[config.mk]
export PLATFORM = sky130hd
export DESIGN_NAME = fpu_scheduler
export DESIGN_NICKNAME = d
export VERILOG_FILES = /design/src/rtl/fpu_pkg.sv /design/src/rtl/rr_arbiter2.sv /design/src/rtl/fpu_scheduler.sv
export SDC_FILE = /design/constraint.sdc
export NUM_CORES = 1
export LEC_CHECK = 0
export CAP_MARGIN = 25
export CORE_MARGIN = 2
export CORE_UTILIZATION = 29
export DETAILED_ROUTE_END_ITERATION = 7
export HOLD_SLACK_MARGIN = 0.1
export PLACE_DENSITY = 0.62
export SLEW_MARGIN = 20
export SYNTH_ARGS = -nofsm -noshare
export SYNTH_HDL_FRONTEND = slang
export SYNTH_HIERARCHICAL = 1
export SYNTH_SLANG_ARGS = --single-unit
export TNS_END_PERCENT = 1
[constraint.sdc]
create_clock -name clock_100Khz -period 1.3 [get_ports clock_100Khz]
set_input_delay 0.39 -clock clock_100Khz [delete_from_list [all_inputs] [get_ports clock_100Khz]]
set_output_delay 0.39 -clock clock_100Khz [all_outputs]
set_load 0.01 [all_outputs]
[src/rtl/fpu_pkg.sv]
// Shared types and constants for the FPU scheduler.
// Float format: 1 sign / 10 exponent / 21 fraction, bias 511.
package fpu_pkg;

    typedef enum logic [1:0] {
        ST_IDLE    = 2'd0,
        ST_ISSUE   = 2'd1,
        ST_WAIT    = 2'd2,
        ST_RESPOND = 2'd3
    } sched_state_e;

    localparam int EXP_W  = 10;
    localparam int FRAC_W = 21;
    localparam int BIAS   = 511;
    localparam int WORD_W = 1 + EXP_W + FRAC_W;

    localparam logic [WORD_W-1:0] QNAN = 32'h7FF0_0000;

    function automatic logic [1:0] grant_onehot(input logic idx);
        logic [1:0] vec;
        if (idx) begin
            vec = 2'b10;
        end else begin
            vec = 2'b01;
        end
        return vec;
    endfunction

endpackage

[src/rtl/rr_arbiter2.sv]
// Two-way round-robin pick; the caller owns the last_grant register.
module rr_arbiter2 (
    input  logic [1:0] req,
    input  logic       last_grant,
    output logic       grant,
    output logic       valid
);

    // Single request wins outright; on contention the side opposite last_grant wins
    always_comb begin
        valid = |req;
        case (req)
            2'b01:   grant = 1'b0;
            2'b10:   grant = 1'b1;
            2'b11:   grant = ~last_grant;
            default: grant = 1'b0;
        endcase
    end

endmodule

[src/rtl/fpu_scheduler.sv]
// Shares one FPU core between two requesters: round-robin grant, issue, wait, respond.
// Optional WAIT watchdog is compiled in with FPU_SCHED_TIMEOUT_EN.
module fpu_scheduler
    import fpu_pkg::*;
#(
    parameter int TIMEOUT_CYCLES = 1000
) (
    input  logic                   clock_100Khz,
    input  logic                   reset,
    input  logic [1:0]             req_i,
    input  logic [1:0][WORD_W-1:0] op_a_i,
    input  logic [1:0][WORD_W-1:0] op_b_i,
    output logic [1:0]             rsp_valid_o,
    output logic [WORD_W-1:0]      rsp_data_o,
    output logic                   rsp_status_o,
    output logic                   rsp_timeout_o,
    output logic                   busy_o,
    output logic                   fpu_start_o,
    output logic [WORD_W-1:0]      fpu_op_a_o,
    output logic [WORD_W-1:0]      fpu_op_b_o,
    output logic                   fpu_abort_o,
    input  logic                   fpu_done_i,
    input  logic [WORD_W-1:0]      fpu_data_i,
    input  logic                   fpu_status_i
);

    sched_state_e      state_r, next_state_s;
    logic              last_grant_r;
    logic              grant_r;
    logic [WORD_W-1:0] op_a_r, op_b_r;
    logic [WORD_W-1:0] rsp_data_r;
    logic              rsp_status_r, rsp_timeout_r;
    logic [1:0]        rsp_valid_r;
    logic              busy_r, start_r, abort_r;

    logic              arb_grant_s, arb_valid_s;
    logic              load_s, capture_s, expire_s;
    logic              wd_expire_s;

    rr_arbiter2 u_arb (
        .req        (req_i),
        .last_grant (last_grant_r),
        .grant      (arb_grant_s),
        .valid      (arb_valid_s)
    );

`ifdef FPU_SCHED_TIMEOUT_EN
    localparam int              WD_W    = (TIMEOUT_CYCLES > 2) ? $clog2(TIMEOUT_CYCLES) : 1;
    localparam logic [WD_W-1:0] WD_LAST = WD_W'(TIMEOUT_CYCLES - 1);

    logic [WD_W-1:0] wd_cnt_r;

    // Counts WAIT cycles; held at zero outside WAIT so every entry starts fresh
    always_ff @(posedge clock_100Khz or negedge reset) begin
        if (!reset) begin
            wd_cnt_r <= {WD_W{1'b0}};
        end else if (state_r != ST_WAIT) begin
            wd_cnt_r <= {WD_W{1'b0}};
        end else begin
            wd_cnt_r <= wd_cnt_r + WD_W'(1);
        end
    end

    assign wd_expire_s = (state_r == ST_WAIT) && (wd_cnt_r == WD_LAST);
`else
    assign wd_expire_s = 1'b0;
`endif

    // Next-state decode; a done on the expiry cycle takes priority over the watchdog
    always_comb begin
        next_state_s = state_r;
        load_s       = 1'b0;
        capture_s    = 1'b0;
        expire_s     = 1'b0;
        case (state_r)
            ST_IDLE: begin
                if (arb_valid_s) begin
                    next_state_s = ST_ISSUE;
                    load_s       = 1'b1;
                end else begin
                    next_state_s = ST_IDLE;
                end
            end
            ST_ISSUE: begin
                next_state_s = ST_WAIT;
            end
            ST_WAIT: begin
                if (fpu_done_i) begin
                    next_state_s = ST_RESPOND;
                    capture_s    = 1'b1;
                end else if (wd_expire_s) begin
                    next_state_s = ST_RESPOND;
                    expire_s     = 1'b1;
                end else begin
                    next_state_s = ST_WAIT;
                end
            end
            ST_RESPOND: begin
                next_state_s = ST_IDLE;
            end
            default: begin
                next_state_s = ST_IDLE;
            end
        endcase
    end

    // State register and next-state-decoded control outputs
    always_ff @(posedge clock_100Khz or negedge reset) begin
        if (!reset) begin
            state_r     <= ST_IDLE;
            busy_r      <= 1'b0;
            start_r     <= 1'b0;
            abort_r     <= 1'b0;
            rsp_valid_r <= 2'b00;
        end else begin
            state_r     <= next_state_s;
            busy_r      <= (next_state_s != ST_IDLE);
            start_r     <= (next_state_s == ST_ISSUE);
            abort_r     <= expire_s;
            rsp_valid_r <= (next_state_s == ST_RESPOND) ? grant_onehot(grant_r) : 2'b00;
        end
    end

    // Grant bookkeeping and operand latch; last_grant only moves on contention
    always_ff @(posedge clock_100Khz or negedge reset) begin
        if (!reset) begin
            last_grant_r <= 1'b1;
            grant_r      <= 1'b0;
            op_a_r       <= {WORD_W{1'b0}};
            op_b_r       <= {WORD_W{1'b0}};
        end else if (load_s) begin
            grant_r <= arb_grant_s;
            op_a_r  <= op_a_i[arb_grant_s];
            op_b_r  <= op_b_i[arb_grant_s];
            if (req_i == 2'b11) begin
                last_grant_r <= arb_grant_s;
            end
        end
    end

    // Response payload, held until the next completion or watchdog expiry
    always_ff @(posedge clock_100Khz or negedge reset) begin
        if (!reset) begin
            rsp_data_r    <= {WORD_W{1'b0}};
            rsp_status_r  <= 1'b0;
            rsp_timeout_r <= 1'b0;
        end else if (capture_s) begin
            rsp_data_r    <= fpu_data_i;
            rsp_status_r  <= fpu_status_i;
            rsp_timeout_r <= 1'b0;
        end else if (expire_s) begin
            rsp_data_r    <= QNAN;
            rsp_status_r  <= 1'b1;
            rsp_timeout_r <= 1'b1;
        end
    end

    assign rsp_valid_o   = rsp_valid_r;
    assign rsp_data_o    = rsp_data_r;
    assign rsp_status_o  = rsp_status_r;
    assign rsp_timeout_o = rsp_timeout_r;
    assign busy_o        = busy_r;
    assign fpu_start_o   = start_r;
    assign fpu_op_a_o    = op_a_r;
    assign fpu_op_b_o    = op_b_r;
    assign fpu_abort_o   = abort_r;

endmodule

* After elaboration in Yosys (flattened, before gate mapping) *
Index checks and enable logic that the tools add are counted.

cells by class
  order comparisons = 1
  equal/unequal tests = 7
  muxes and demuxes = 17
  bitwise logic cells = 1
  reduce and logical (&&, ||, !) cells = 4

operators by type and width
  kind                                                                    number
  32-bit two-way mux                                                      5
  2-bit equality test (second input constant)                             5
  1-bit two-way mux                                                       8
  2-bit case mux with 4 select lines                                      1
  2-bit by 1-bit equality test with 1-bit output (second input constant)  2
  2-bit two-way mux                                                       2
  2-bit zero test                                                         1
  1-bit by 2-bit < comparator with 1-bit output (second input constant)   1
  1-bit case mux with 2 select lines                                      1
  2-bit AND reduction                                                     1
  2-bit nonzero test                                                      1
  2-bit OR reduction                                                      1
  1-bit NOT                                                               1

word-level totals
  register bits after elaboration = 106
  input port bits = 166
  logic and storage cells = 41

* Longest topological paths before layout *
  depth after elaboration = 5
  mapped depth = 6
  gate-level depth less buffers = 4

* Cells and area by module *
Netlist, hierarchy kept.

by module, submodules not included
  module         times used  cells each  area each (µm²)  seq. area each (µm²)
  fpu_scheduler  1           384         4,683.2          2,628.8
  rr_arbiter2    1           2           13.8             0.0

* Worst setup path after synthesis *
OpenSTA, ideal clock, no wires.

  kind = reg-to-reg
  start = register last_grant_r
  end = register grant_r
  setup time = 125 ps
  data arrival time = 1,222 ps
  data required time = 1,175 ps
  path slack = -46 ps
  cell stages (with the launch flop) = 6
  path buffers = 3
  clock period less this slack = 1,346 ps
  cell sequence = dfstp_2 > a21boi_1 > buf_4 > buf_12 > buf_12 > mux2_2

between the ends
  word-level cells in the longest chain between the ends = 2

ends and longest elaborated chain
  item                                line                  source
  start, declared                     fpu_scheduler.sv:28   logic last_grant_r;
  start signal, assigned              fpu_scheduler.sv:136  last_grant_r <= arb_grant_s;
  1-bit NOT                           rr_arbiter2.sv:15     2'b11: grant = ~last_grant;
  1-bit case mux with 2 select lines  rr_arbiter2.sv:12     case (req)
  net arb_grant_s                     fpu_scheduler.sv:36   logic arb_grant_s, arb_valid_s;
  end signal, assigned                fpu_scheduler.sv:132  grant_r <= arb_grant_s;
  end, declared                       fpu_scheduler.sv:29   logic grant_r;

The timed path passes the listed nets, and every way through them passes these cells.
A chain may end at the register's enable or synchronous reset.

* Worst setup path in the final report *
  start = register last_grant_r
  end = register op_a_r[0] (netlist: fpu_op_a_o[0])

between the ends
  word-level cells in the longest chain between the ends = 4

ends and longest elaborated chain
  item                                                   line                  source
  1-bit NOT                                              rr_arbiter2.sv:15
  1-bit case mux with 2 select lines                     rr_arbiter2.sv:12
  net arb_grant_s                                        fpu_scheduler.sv:36
  32-bit two-way mux (implied by the code) (2 in a row)  fpu_scheduler.sv:133  op_a_r <= op_a_i[arb_grant_s];
  end signal, assigned                                   fpu_scheduler.sv:129  op_a_r <= {WORD_W{1'b0}};
  end signal, assigned                                   fpu_scheduler.sv:133
  end, declared                                          fpu_scheduler.sv:30   logic [WORD_W-1:0] op_a_r, op_b_r;

The timed path passes the listed nets, and every way through them passes these cells. The select of a mux whose other input is x is not followed.

==> impl_metrics.tcl <==
set metrics [dict create \
    gpl.final_weighted_congestion 0.7999 \
    fill_cells 1472 \
    chipWidth_um 131.3 \
    worst-endpoint-required_ns 1.52 \
    r2r-end "fpu_op_a_o[0]$_DFFE_PN0P_" \
    crit_fanout 12 \
    drc 0 \
    unrepaired_setup_endpoints_after_global_routing "yes" \
    peak_supply_drop_mv 1.017 \
    route.antenna.remaining_nets 0 \
    power_per_cell_area_nw_per_um2 2091 \
    reg2reg_slack_ns -0.15 \
    timing.critical_path.from_type "flip-flop" \
    post-dp-hpwl_mm 10.96 \
    synth_sequential_area_ratio 0.5597 \
    areaGrowthSynthToFinish_pct 66.44 \
    routed_wirelength_mm 15.43 \
    critical-path-max-stage-delay_ns 0.55 \
    syn-instance-count 386 \
    layout_cells_excl_fill 879 \
    num-nets-final 828 \
    reg2reg_from "last_grant_r$_DFFE_PN1P_" \
    sequential_cell_area_um2 2629 \
    cp_top_family "flip-flops" \
    timing.final.max_slew_violations 0 \
    worst_setup_path_end_kind "flip-flop" \
    hold_violations 0 \
    cts_inserted_buffers 9 \
    pin_count_of_the_biggest_net_entering_global_routing 65 \
    post_syn_area_um2 4697 \
    port_buffers 266 \
    wire_length_of_the_first_global_routing_pass_mm 24.16 \
    cts_tree "yes" \
    placed_cell_count 855 \
    syn-mean-instance-area_um2 12.17 \
    clock_sink_count 105 \
    cp.buffers_inverters 3 \
    min_tclk_post_route_ns 1.451 \
    path_depth 6 \
    worstHoldPathType "in2async" \
    clock_pin_transition_on_the_worst_setup_and_hold_timing_paths_ns 0.07 \
    final.setup.tns_ns -4.474 \
    wl_per_cell_um 17.55 \
    timing.final.ws_setup_ns -0.1507 \
    timing.setup.critical_path_class "reg2reg" \
    period_share 1.116 \
    start_util 0.2957 \
    floorplan.core_area_um2 15890 \
    leakage_power_of_the_design_uw 0.003432 \
    count_of_standard_cell_rows 46 \
    synth.distinct_cells 21 \
    setup_violations 61 \
    power.total_uw 16350 \
    reg2regPathDepth 6 \
    crit_end "fpu_op_a_o[0]$_DFFE_PN0P_" \
    clock_latency_ns 0.34 \
    die_area_um2 17230 \
    cp_common_cell "buf_12" \
    critical_path.slowest_cell "dfstp_2" \
    route.vias.total 4082 \
    worst_ep_arrival_time_ns 1.67 \
    fin_worst_skew_ns 0.008784 \
    status "complete, but fails checks" \
    critical_path.cell_chain "a21boi_4, buf_6, buf_12, buf_12, mux2i_2, a21oi_1" \
    cts-htree-levels 3 \
    antenna_cells_inserted 0 \
    pre_cts_setup_slack_ns -0.6827 \
    design.portCount 269 \
    detail_route.iter0.violations 185 \
    final_layout_size_suffix_gt1_frac 0.2775 \
    grt_util_all_layers 0.1778 \
    grt_overflow 0 \
    multi_input_comb_area_um2 1973 \
    dr.pass1.iters 4 \
    ctsRootBufferMaster "clkbuf_16" \
    vias_per_cell 4.644 \
    cts-root-to-sink-buffers 2 \
    startpoint "last_grant_r$_DFFE_PN1P_" \
    number_of_global_route_vias_before_repair 4379 \
    synth_warnings 6 \
    drv.max_cap_violation_count 0 \
    synth_seq_cells 105 \
    violations_in_the_final_reports "setup timing" \
    die_h_um 131.3 \
    antenna_found_initial 0 \
    fmaxAchievable_ghz 0.6893 \
]
## sequential cells by signal (all words and copies together), names as in the netlist
name,count
busy_o,1
fpu_op_a_o,32
fpu_op_b_o,32
fpu_start_o,1
grant_r,1
last_grant_r,1
rsp_data_o,32
rsp_status_o,1
rsp_valid_o,2
state_r,2
## worst reg2reg max path: cells and delay by family, from the launching register on
kind	cells	cell delay [ns]
buffers and inverters	3	0.40
muxes	1	0.23
AOI/OAI and AO/OA	2	0.15
DFF	1	0.55
## logic make-up (layout without fill, tap and decap cells)
logic type	after synthesis	count (layout)	share of synthesized area
simple gates	10	10	0.01226
flops	105	105	0.5597
mux	99	99	0.2203
fa+ha+maj	3	3	0.007992
buf+inv	36	312	0.05781
other cells	1	2	0.0007984
compound gates	132	132	0.1412
## routing by layer
| metal | part of all wire | routed length [µm] | GRT usage |
|---|---|---|---|
| met1 | 0.41 | 6398 | 0.2182 |
| met4 | 0.023 | 354 | 0.06703 |
| met2 | 0.50 | 7703 | 0.3047 |
| met3 | 0.063 | 970 | 0.04128 |
| met5 | 0 | 0 | 0 |
## worst min-delay path by stage
stage          start                         to  slack (ns)
2_1_floorplan  reset           busy_o$_DFF_PN0_        0.09
3_3_place_gp   reset  rsp_data_o[3]$_DFFE_PN0P_        0.31
3_5_place_dp   reset  rsp_data_o[6]$_DFFE_PN0P_        0.32
4_1_cts        reset  rsp_data_o[6]$_DFFE_PN0P_        0.49
5_1_grt        reset  rsp_data_o[6]$_DFFE_PN0P_        0.51
6_report       reset  rsp_data_o[6]$_DFFE_PN0P_        0.49
## report_power, final
group	internal (µW)	leakage (µW)	total [µW]	switching [µW]
registers	4920	0.00119	5780	868
logic	3910	0.00209	7810	3900
clock network	1590	0.000152	2760	1170
total	10400	0.00343	16300	5940
## placed cells by master (no fill, tap or decap)
| master | netlist | routed |
|---|---|---|
| bufinv_16 | 0 | 1 |
| nand2b_1 | 1 | 1 |
| a21oi_2 | 0 | 2 |
| mux2i_1 | 64 | 54 |
| mux2_2 | 2 | 1 |
| mux2i_4 | 0 | 2 |
| dfrtp_1 | 104 | 104 |
| mux2i_2 | 0 | 8 |
| ha_4 | 0 | 2 |
| mux2_1 | 33 | 17 |
| dfstp_2 | 1 | 1 |
| buf_4 | 8 | 10 |
| buf_2 | 20 | 94 |
| a21oi_1 | 131 | 129 |
| buf_12 | 5 | 11 |
| buf_16 | 0 | 3 |
| nand4_1 | 1 | 1 |
| buf_6 | 0 | 12 |
| clkbuf_8 | 0 | 2 |
| dlygate4sd3_1 | 0 | 1 |
| dlygate4sd2_1 | 0 | 2 |
| inv_2 | 0 | 2 |
| or2_4 | 0 | 1 |
| clkbuf_16 | 0 | 9 |
| clkdlybuf4s50_1 | 0 | 162 |
| nand2_4 | 0 | 1 |
| clkinv_2 | 0 | 1 |
| and2_4 | 0 | 1 |
| nand3b_1 | 2 | 2 |
| nand2_1 | 3 | 3 |
| ha_1 | 3 | 1 |
| conb_1 | 1 | 2 |
| clkinv_4 | 0 | 2 |
| a21boi_4 | 0 | 1 |
| mux2_4 | 0 | 17 |
## Yosys cell counts
master    number  area, µm²
nand3b_1       2      15.01
inv_1          2      7.510
nand2_1        3      11.26
mux2i_1       64      640.6
mux2_2         2      22.52
and2_1         1      6.260
a21boi_1       1      7.510
nand4_1        1      6.260
conb_1         1      3.750
clkbuf_1       1      3.750
dfrtp_1      104       2603
nand2b_1       1      6.260
buf_4          8      60.06
ha_1           3      37.54
dfstp_2        1      26.28
buf_2         20      100.1
mux2_1        33      371.6
nand2_2        1      6.260
or2_1          1      6.260
a21oi_1      131      655.6
buf_12         5      100.1
## repair_timing
action                                 in CTS  in global routing
gates cloned                                3                  0
hold buffers                                1                  0
endpoints found under the hold margin      16                  0
gates resized for setup                   423                 36
pin swaps                                  23                 14
buffers inserted                            5                  0
setup endpoints to repair                 205                124
## per-stage QoR
step                      hold slack, ns  cell area, µm²  utilization
final                             0.4858            7818       0.4921
after global routing              0.5097            7818       0.4921
after detailed placement          0.3184            7649       0.4815
after global placement            0.3115            7649       0.4815
after floorplan                  0.09441            4705            -
after CTS                         0.4876            7664       0.4824
## layout make-up
class                      instances  area share
inverter                           2   0.0009603
clock inverter                     4    0.006722
timing repair buffer             295      0.3367
sequential                       105      0.3363
tap                              216     0.03457
multi-input combinational        246      0.2524
clock buffer                      11     0.03233
No activity file was read; power rests on OpenSTA's default activity.
